<file path="src/rtl/axi_wr_pkg.sv">
// axi_wr_pkg: burst, response and region codes plus the FSM state type
// shared by the AXI write interface and its address generator.
package axi_wr_pkg;

    localparam logic [1:0] BURST_FIXED = 2'b00;
    localparam logic [1:0] BURST_INCR  = 2'b01;
    localparam logic [1:0] BURST_WRAP  = 2'b10;

    localparam logic [1:0] RESP_OKAY   = 2'b00;
    localparam logic [1:0] RESP_SLVERR = 2'b10;

    localparam logic [1:0] REGION_FIFO = 2'd0;
    localparam logic [1:0] REGION_IRAM = 2'd1;
    localparam logic [1:0] REGION_WRAM = 2'd2;

    typedef enum logic [1:0] {
        ST_IDLE,
        ST_DATA,
        ST_WAIT,
        ST_RESP
    } state_t;

    function automatic logic region_valid(input logic [3:0] sel);
        logic ok;
        ok = (sel == 4'b0001) || (sel == 4'b0010) || (sel == 4'b0100);
        return ok;
    endfunction

    function automatic logic [1:0] region_code(input logic [3:0] sel);
        logic [1:0] code;
        case (sel)
            4'b0010: code = REGION_IRAM;
            4'b0100: code = REGION_WRAM;
            default: code = REGION_FIFO;
        endcase
        return code;
    endfunction

    function automatic logic wrap_len_ok(input logic [7:0] len);
        logic ok;
        ok = (len == 8'd1) || (len == 8'd3) || (len == 8'd7) || (len == 8'd15);
        return ok;
    endfunction

endpackage

</file>
<file path="src/rtl/axi_wr_addr_gen.sv">
// axi_wr_addr_gen: next beat byte address for FIXED, INCR and WRAP bursts.
module axi_wr_addr_gen
    import axi_wr_pkg::*;
#(
    parameter int ADDR_W = 11
) (
    input  logic [ADDR_W-1:0] start,
    input  logic [ADDR_W-1:0] cur,
    input  logic [2:0]        size,
    input  logic [7:0]        len,
    input  logic [1:0]        burst,
    output logic [ADDR_W-1:0] next
);

    logic [ADDR_W-1:0] beat;
    logic [ADDR_W-1:0] incr;
    logic [ADDR_W-1:0] mask;
    logic [31:0]       span;

    // WRAP containers are a power of two, so wrapping is a masked merge of
    // the container base with the incremented offset.
    always_comb begin
        beat = ADDR_W'(1) << size;
        incr = cur + beat;
        span = (32'(len) + 32'd1) << size;
        mask = ADDR_W'(span - 32'd1);
        case (burst)
            BURST_FIXED: next = start;
            BURST_WRAP:  next = (cur & ~mask) | (incr & mask);
            default:     next = incr;
        endcase
    end

endmodule

</file>
<file path="src/rtl/axi_write_intf.sv">
// axi_write_intf: AXI4 write slave turning bursts into single-beat internal writes.
// Optional build macro AXI_WR_LEN_CHECK_EN: WLAST/AWLEN disagreement answers SLVERR.
module axi_write_intf
    import axi_wr_pkg::*;
#(
    parameter int ID_W   = 8,
    parameter int ADDR_W = 11,
    parameter int DATA_W = 32
) (
    input  logic                clk,
    input  logic                rst_n,
    input  logic [ID_W-1:0]     AWID,
    input  logic [ADDR_W-1:0]   AWADDR,
    input  logic [7:0]          AWLEN,
    input  logic [2:0]          AWSIZE,
    input  logic [1:0]          AWBURST,
    input  logic [3:0]          AWREGION,
    input  logic                AWVALID,
    output logic                AWREADY,
    input  logic [DATA_W-1:0]   WDATA,
    input  logic [DATA_W/8-1:0] WSTRB,
    input  logic                WLAST,
    input  logic                WVLID,
    output logic                WREADY,
    output logic [ID_W-1:0]     BID,
    output logic [1:0]          BRESP,
    output logic                BVALID,
    input  logic                BREADY,
    output logic                axi_wr_vld,
    output logic [ADDR_W-1:0]   axi_wr_addr,
    output logic [DATA_W-1:0]   axi_wr_data,
    output logic [DATA_W/8-1:0] axi_wr_strb,
    output logic [1:0]          axi_wr_region,
    input  logic                fifo_wr_done,
    input  logic                fifo_err,
    input  logic                iram_wr_done,
    input  logic                wram_wr_done
);

    localparam int         STRB_W   = DATA_W / 8;
    localparam logic [2:0] MAX_SIZE = 3'($clog2(STRB_W));

    state_t            state;
    state_t            state_nxt;
    logic              live;
    logic [ID_W-1:0]   id_q;
    logic [ADDR_W-1:0] start_q;
    logic [ADDR_W-1:0] cur_q;
    logic [ADDR_W-1:0] next_addr;
    logic [7:0]        len_q;
    logic [7:0]        cnt_q;
    logic [2:0]        size_q;
    logic [1:0]        burst_q;
    logic [1:0]        region_q;
    logic              discard_q;
    logic              slverr_q;
    logic              aw_hs;
    logic              w_hs;
    logic              aw_discard;
    logic              last_beat;
    logic              len_err;
    logic              done_hit;

    // live holds AWREADY low for the first edge after reset release.
    assign AWREADY = live && (state == ST_IDLE);
    assign WREADY  = (state == ST_DATA);
    assign BVALID  = (state == ST_RESP);
    assign BID     = id_q;
    assign BRESP   = slverr_q ? RESP_SLVERR : RESP_OKAY;

    assign aw_hs      = AWVALID && AWREADY;
    assign w_hs       = WVLID && WREADY;
    assign aw_discard = !region_valid(AWREGION) ||
                        ((AWBURST == BURST_WRAP) && !wrap_len_ok(AWLEN));
    assign last_beat  = WLAST || (cnt_q == len_q);

`ifdef AXI_WR_LEN_CHECK_EN
    assign len_err = WLAST != (cnt_q == len_q);
`else
    assign len_err = 1'b0;
`endif

    always_comb begin
        done_hit = 1'b0;
        case (region_q)
            REGION_FIFO: done_hit = fifo_wr_done || fifo_err;
            REGION_IRAM: done_hit = iram_wr_done;
            REGION_WRAM: done_hit = wram_wr_done;
            default:     done_hit = 1'b0;
        endcase
    end

    // Discarded bursts issue no writes, so no completion pulse will come:
    // they go straight to the response.
    always_comb begin
        state_nxt = state;
        case (state)
            ST_IDLE: if (aw_hs) state_nxt = ST_DATA;
            ST_DATA: if (w_hs && last_beat) state_nxt = discard_q ? ST_RESP : ST_WAIT;
            ST_WAIT: if (done_hit) state_nxt = ST_RESP;
            ST_RESP: if (BREADY) state_nxt = ST_IDLE;
            default: state_nxt = ST_IDLE;
        endcase
    end

    always_ff @(posedge clk or negedge rst_n) begin
        if (!rst_n) begin
            state <= ST_IDLE;
            live  <= 1'b0;
        end else begin
            state <= state_nxt;
            live  <= 1'b1;
        end
    end

    always_ff @(posedge clk or negedge rst_n) begin
        if (!rst_n) begin
            id_q      <= '0;
            start_q   <= '0;
            cur_q     <= '0;
            len_q     <= '0;
            cnt_q     <= '0;
            size_q    <= '0;
            burst_q   <= '0;
            region_q  <= '0;
            discard_q <= 1'b0;
            slverr_q  <= 1'b0;
        end else if (aw_hs) begin
            id_q      <= AWID;
            start_q   <= AWADDR;
            cur_q     <= AWADDR;
            len_q     <= AWLEN;
            cnt_q     <= 8'd0;
            size_q    <= (AWSIZE > MAX_SIZE) ? MAX_SIZE : AWSIZE;
            burst_q   <= AWBURST;
            region_q  <= region_code(AWREGION);
            discard_q <= aw_discard;
            slverr_q  <= aw_discard;
        end else if (w_hs) begin
            cur_q <= next_addr;
            cnt_q <= cnt_q + 8'd1;
            if (last_beat && len_err) slverr_q <= 1'b1;
        end else if ((state == ST_WAIT) && (region_q == REGION_FIFO) && fifo_err) begin
            slverr_q <= 1'b1;
        end
    end

    // Beat stage: the accepted W beat is presented one cycle later.
    always_ff @(posedge clk or negedge rst_n) begin
        if (!rst_n) begin
            axi_wr_vld    <= 1'b0;
            axi_wr_addr   <= '0;
            axi_wr_data   <= '0;
            axi_wr_strb   <= '0;
            axi_wr_region <= '0;
        end else begin
            axi_wr_vld <= w_hs && !discard_q;
            if (w_hs) begin
                axi_wr_addr   <= cur_q;
                axi_wr_data   <= WDATA;
                axi_wr_strb   <= WSTRB;
                axi_wr_region <= region_q;
            end
        end
    end

    axi_wr_addr_gen #(
        .ADDR_W(ADDR_W)
    ) u_addr_gen (
        .start(start_q),
        .cur  (cur_q),
        .size (size_q),
        .len  (len_q),
        .burst(burst_q),
        .next (next_addr)
    );

endmodule

</file>
<file path="config.mk">
export PLATFORM = sky130hd
export DESIGN_NAME = axi_write_intf
export DESIGN_NICKNAME = d
export VERILOG_FILES = /design/src/rtl/axi_wr_pkg.sv /design/src/rtl/axi_wr_addr_gen.sv /design/src/rtl/axi_write_intf.sv
export SDC_FILE = /design/constraint.sdc
export NUM_CORES = 1
export LEC_CHECK = 0
export ABC_AREA = 1
export CORE_MARGIN = 3
export CORE_UTILIZATION = 37
export DETAILED_ROUTE_END_ITERATION = 10
export GPL_TIMING_DRIVEN = 0
export SLEW_MARGIN = 0
export SYNTH_ARGS = -nofsm -noshare
export SYNTH_HDL_FRONTEND = slang
export SYNTH_SLANG_ARGS = --single-unit
export TNS_END_PERCENT = 5
</file>
<file path="constraint.sdc">
create_clock -name clk -period 7 [get_ports clk]
set_clock_uncertainty 0.05 [all_clocks]
set_input_delay 1.4 -clock clk [delete_from_list [all_inputs] [get_ports clk]]
set_output_delay 1.4 -clock clk [all_outputs]
set_load 0.02 [all_outputs]
</file>
==> Word level (Yosys, flattened, before mapping) <==
Cells that the tools add are included.
{ "totals": {"reg_bits": 108, "output_inout_bits": 63} }
{ "op_classes": {"addsub": 4, "n_lt_le_gt_ge": 1, "n_eq_ne": 20, "shift": 2, "mux": 18, "bitwise": 4, "n_reduce_logical": 26} }
{ "ops": {"columns": ["op", "n"], "rows": [
  ["$shl 32x3->11", 1],
  ["$and 11x11->11", 2],
  ["$mux 11", 2],
  ["$pmux 11 s2", 1],
  ["$mux 8", 2],
  ["$add 11x11->11", 1],
  ["$not 11->11", 1],
  ["$or 11x11->11", 1],
  ["$shl 1x3->11 const A", 1],
  ["$sub 11x1->11 const B", 1],
  ["$eq 2x2->1 const B", 5],
  ["$mux 2", 5],
  ["$add 8x1->9 const B", 1],
  ["$add 8x1->8 const B", 1],
  ["$eq 8x1->1 const B", 1],
  ["$eq 8x2->1 const B", 1],
  ["$eq 8x3->1 const B", 1],
  ["$eq 8x4->1 const B", 1],
  ["$eq 8x8->1", 1],
  ["$logic_and 1x1->1", 8],
  ["$logic_or 1x1->1", 8],
  ["$pmux 2 s4", 1],
  ["$logic_not 2->1", 3],
  ["$ne 2x2->1 const B", 3],
  ["other kinds (14)", 22]
]} }

==> Logic depth before layout (Yosys ltp) <==
{ "logic_depth": {"word_depth": 9, "depth_mapped": 19, "ltp_nobuf": 19} }

==> Modules after synthesis <==
Synthesis repeated with hierarchy kept, for this count alone.
{ "unflattened": {"hier_cells": 807, "hier_area_um2": 6102.1} }
{ "by_module_without_submodules": {"columns": ["mod", "n_inst", "cells_each", "area_each_um2", "seq_area_each_um2"], "rows": [
  ["axi_write_intf", 1, 517, 4524.3, 2702.6],
  ["axi_wr_addr_gen", 1, 290, 1577.8, 0.0]
]} }

==> Least setup slack after synthesis <==
No wires, ideal clock.
{ "synth_timing": {"path_kind": "flip-flop to flip-flop", "startpoint": "register size_q[1]", "endpoint": "register cur_q[10]", "arrival_ns": 2.557, "required_time_ns": 6.834, "path_slack_ns": 4.276, "stages_incl_launch_ff": 19, "period_less_slack_ns": 2.724, "cell_sequence": "dfrtp_1 buf_2 nor2_1 inv_1 nor2_1 ha_1 inv_1 fa_1 o21ai_0 nand4_1 nand2_1 nand2_1 nor2_1 xor2_1 nand2_1 o211ai_1 inv_1 nand2_1 nand2_1"} }
{ "synth_between": {"elab_chain_len": 8, "word_cells_on_any_way": 11} }
{ "synth_lines": {"columns": ["element", "line", "rtl"], "rows": [
  ["start, declared", "axi_write_intf.sv:52", "logic [2:0] size_q;"],
  ["start signal, assigned", "axi_write_intf.sv:134", "size_q <= (AWSIZE > MAX_SIZE) ? MAX_SIZE : AWSIZE;"],
  ["$shl 32x3->11", "axi_wr_addr_gen.sv:25", "span = (32'(len) + 32'd1) << size;"],
  ["$sub 11x1->11", "axi_wr_addr_gen.sv:26", "mask = ADDR_W'(span - 32'd1);"],
  ["$not 11->11", "axi_wr_addr_gen.sv:29", "BURST_WRAP: next = (cur & ~mask) | (incr & mask);"],
  ["$and 11x11->11", "axi_wr_addr_gen.sv:29", null],
  ["$or 11x11->11", "axi_wr_addr_gen.sv:29", null],
  ["$pmux 11 s2 *", "axi_wr_addr_gen.sv:27", "case (burst)"],
  ["$mux 11 *", "axi_write_intf.sv:139", "end else if (w_hs) begin"],
  ["$mux 11 *", "axi_write_intf.sv:128", "end else if (aw_hs) begin"],
  ["end signal, assigned", "axi_write_intf.sv:140", "cur_q <= next_addr;"],
  ["end, declared", "axi_write_intf.sv:48", "logic [ADDR_W-1:0] cur_q;"]
]} }
Every way passes the cells marked *; elsewhere a longest branch is shown, timed or not. The select of a mux whose other input is x is not followed.
A chain may end at the register's enable or synchronous reset.

==> Final worst setup path <==
{ "layout_timing": {"startpoint": "register state[0]", "endpoint": "output AWREADY"} }
{ "layout_between": {"elab_chain_len": 2} }
{ "layout_lines": {"columns": ["element", "line", "rtl"], "rows": [
  ["start, declared", "axi_write_intf.sv:43", "state_t state;"],
  ["start signal, assigned", "axi_write_intf.sv:111", "state <= state_nxt;"],
  ["$logic_not 2->1", "axi_write_intf.sv:65", "assign AWREADY = live && (state == ST_IDLE);"],
  ["$logic_and 1x1->1", "axi_write_intf.sv:65", null],
  ["end, declared", "axi_write_intf.sv:19", "output logic AWREADY,"]
]} }
Every way passes these cells.

==> results.toml <==
[outcome]
status = "complete, no violations"

[sta]
setup_slack_ns = 3.72
finalWorstPathRequiredPeriod_ns = 3.28
hold_violations = 0
slew_violations = 0
setup_viol = 0
tightest_slew_ns = 0.816
tns_ns = 0
max_slew_margin_pct = 45.4
rsz0062_at_grt = "no"
hold-worst-slack_ns = 0.424
timing.fmax_ghz = 0.305
min_period_over_period_pct = 46.8

[synth]
syn_inst = 800
syn_area_per_cell_um2 = 7.66
syn-cell-area_um2 = 6120
yosysWarnings = 0
synth_seq_cells = 108
yosysUniqueCellTypes = 51
synthesis.nets = 898
synth-seq-area-share_pct = 44.1

[clock_network]
clk_latency_ns = 0.35
clock-sinks = 108
numCtsBuffers = 9
ctsResizeCount = 0
cts.htree.levels = 3
ctsHoldBuffers = 0
clkTransAtPathRegs_ns = 0.07
cts_tree = "yes"
clockBufferDepth = 2
postCtsSetupBuffers = 0
cts-root-buf = "clkbuf_16"

[floorplan]
rows = 46
die_w_um = 135
die-height_um = 135
die-area_um2 = 18100
coreArea_um2 = 16100
ios = 145
initial_core_util_pct = 38.1

[global_routing]
antenna_found_initial = 0
grt_max_degree = 58
grt_pass1_vias = 5701
grt_pass1_wl_um = 29300
grt_usage_pct = 20.5
grt_overflow_total = 0

[power]
ir_worst_vdd_mv = 0.196
p_clk_share_pct = 14.7
p_seq_share_pct = 28.8
power_uw = 3740
power.share.combinational_pct = 56.5
swShare_pct = 45.3
p_per_area_nw_per_um2 = 458
leakage_uw = 0.00398
p_switching_uw = 1690
internal_power_uw = 2040

[routing]
via_per_inst = 4.81
vias = 5646
firstDrtPassIters = 7
drc = 0
wire_per_inst_um = 15.3
ant_nets = 0
drtIter0Drc = 251
wl_um = 18000

[finish]
layout.nets = 1053
syn_to_final_growth_pct = 33.3
drive_gt1_share_pct = 8.76
seqCellArea_um2 = 2700
multi_input_comb_area_um2 = 2920
stdcell_area_um2 = 8160
fillers = 1538
antenna_cells = 0

[worst_setup_path]
cp-start-kind = "flop"
critPathLaunch = "state[0]"
path_class = "reg -> out"
critPathMaxFanout = 6
cp-end-kind = "output port"
worstPathArrival_ns = 1.83
critical_path_required_ns = 5.55
reg2reg_from = "size_q[1]"

[place]
place_area_um2 = 7860
gp_congestion = 0.913
io_buffer_count = 143
dp_slack_ns = 3.49
hpwlAfterDp_um = 13600

[run]
maxCapViolCount = 0

[hold_path]
hp-class = "reg -> reg"
min_from = "discard_q"
## power by group through the flow
stage	Sequential, uW	Combinational (uW)	Clock, uW
4_1_cts	1080	2130	560
2_1_floorplan	1230	1230	0
5_1_grt	1110	2380	579
3_3_place_gp	1080	2100	0
6_report	1080	2110	550
3_5_place_dp	1080	2120	0
## worst max-delay path, stage by stage, from the launching register on
cell and delay, ns:
dfrtp_1 0.44, inv_1 0.11, ha_1 0.20, nand2_1 0.06, inv_1 0.07, clkdlybuf4s50_1 0.61
## flip-flops by register name, summed over array words and instances (netlist names), 2 cells and up
| signal | count |
|---|---|
| axi_wr_addr | 11 |
| axi_wr_data | 32 |
| cnt_q | 8 |
| len_q | 8 |
| burst_q | 2 |
| region_q | 2 |
| state | 2 |
| size_q | 3 |
| cur_q | 11 |
| axi_wr_region | 2 |
| start_q | 11 |
| BID | 8 |
| axi_wr_strb | 4 |
## area by class of cell
class | instances | share of cell area [%]
inverters | 86 | 4.02
clock buffers | 11 | 2.85
well taps | 216 | 3.31
plain buffers | 32 | 2.12
clock inverters | 4 | 0.904
multi-input cells | 574 | 35.8
flip-flops and latches | 108 | 33.1
repair buffers | 144 | 17.9
## placed cells by master, fill, tap and decap left out, types with 7 or more instances in the layout
master	synthesis	routed
o21ai_0	59	59
a21oi_1	20	20
nor2_1	20	20
ha_1	15	15
inv_1	78	78
nor3_1	13	13
dfrtp_1	108	108
nand2_1	301	301
o211ai_1	7	7
xor2_1	8	8
nand3_2	18	18
nand3_1	48	48
nand2_2	12	12
clkbuf_16	0	9
clkdlybuf4s50_1	0	142
clkbuf_1	15	17
## metal layers
layer,wire length [um],GRT usage [%],up-vias
met3,1700,8.27,18
met5,0,0,-
met1,7910,26.0,2609
met2,8190,32.7,158
met4,204,5.37,0
li1,-,-,2861
## synth_stat cells, drive strengths merged
cell type  number  share of area, %
nand3b          1              0.12
nor3b           1              0.12
dfrtp         108                44
xor2            8               1.1
o2111ai         1              0.14
a31oi           1              0.10
ha             15               3.1
clkbuf         15              0.92
nand4           6              0.71
a21bo           1              0.16
xnor2           2              0.29
nor3           13               1.1
a311oi          1              0.14
a32oi           1              0.14
o21bai          2              0.25
o221ai          2              0.29
a211oi          1              0.12
o22ai           1              0.10
buf            17               1.9
and2            1              0.10
nand2         316                20
a221oi          1              0.14
nor4            4              0.41
o21ai          61               5.0
o211ai          7              0.86
conb            2              0.12
a21oi          20               1.6
inv            84               5.2
a21boi          1              0.12
a22oi           3              0.45
fa              1              0.33
clkinv          2              0.16
or2             2              0.20
nand3          68               7.4
and3            1              0.10
nor2           29               2.6
## cells by family after synthesis
| logic type | share of synthesized area (%) |
|---|---|
| adders and majority gates | 3.39 |
| other | 0.123 |
| and+or+nand+nor | 33.1 |
| buffers and inverters | 8.17 |
| DFF | 44.1 |
| AOI/OAI and AO/OA | 9.70 |
| xor gates and xnor gates | 1.43 |
## stage by stage
stage                     utilization [%]  cells
after global routing                 50.8   1175
final                                50.8   1175
after floorplan                         -    800
after CTS                            50.8   1175
after detailed placement             48.9   1160
after global placement               48.7   1159
## final timing paths
check,slack (ns),endpoint,depth (start not counted)
max,3.72,AWREADY,5
min,0.42,axi_wr_vld,1
max reg2reg,3.72,cur_q[10],18
min reg2reg,0.42,axi_wr_vld,1
max in group asynchronous,5.31,axi_wr_addr[3],2
min in group asynchronous,0.95,axi_wr_data[30],1
No activity file was read; power rests on OpenSTA's default activity.
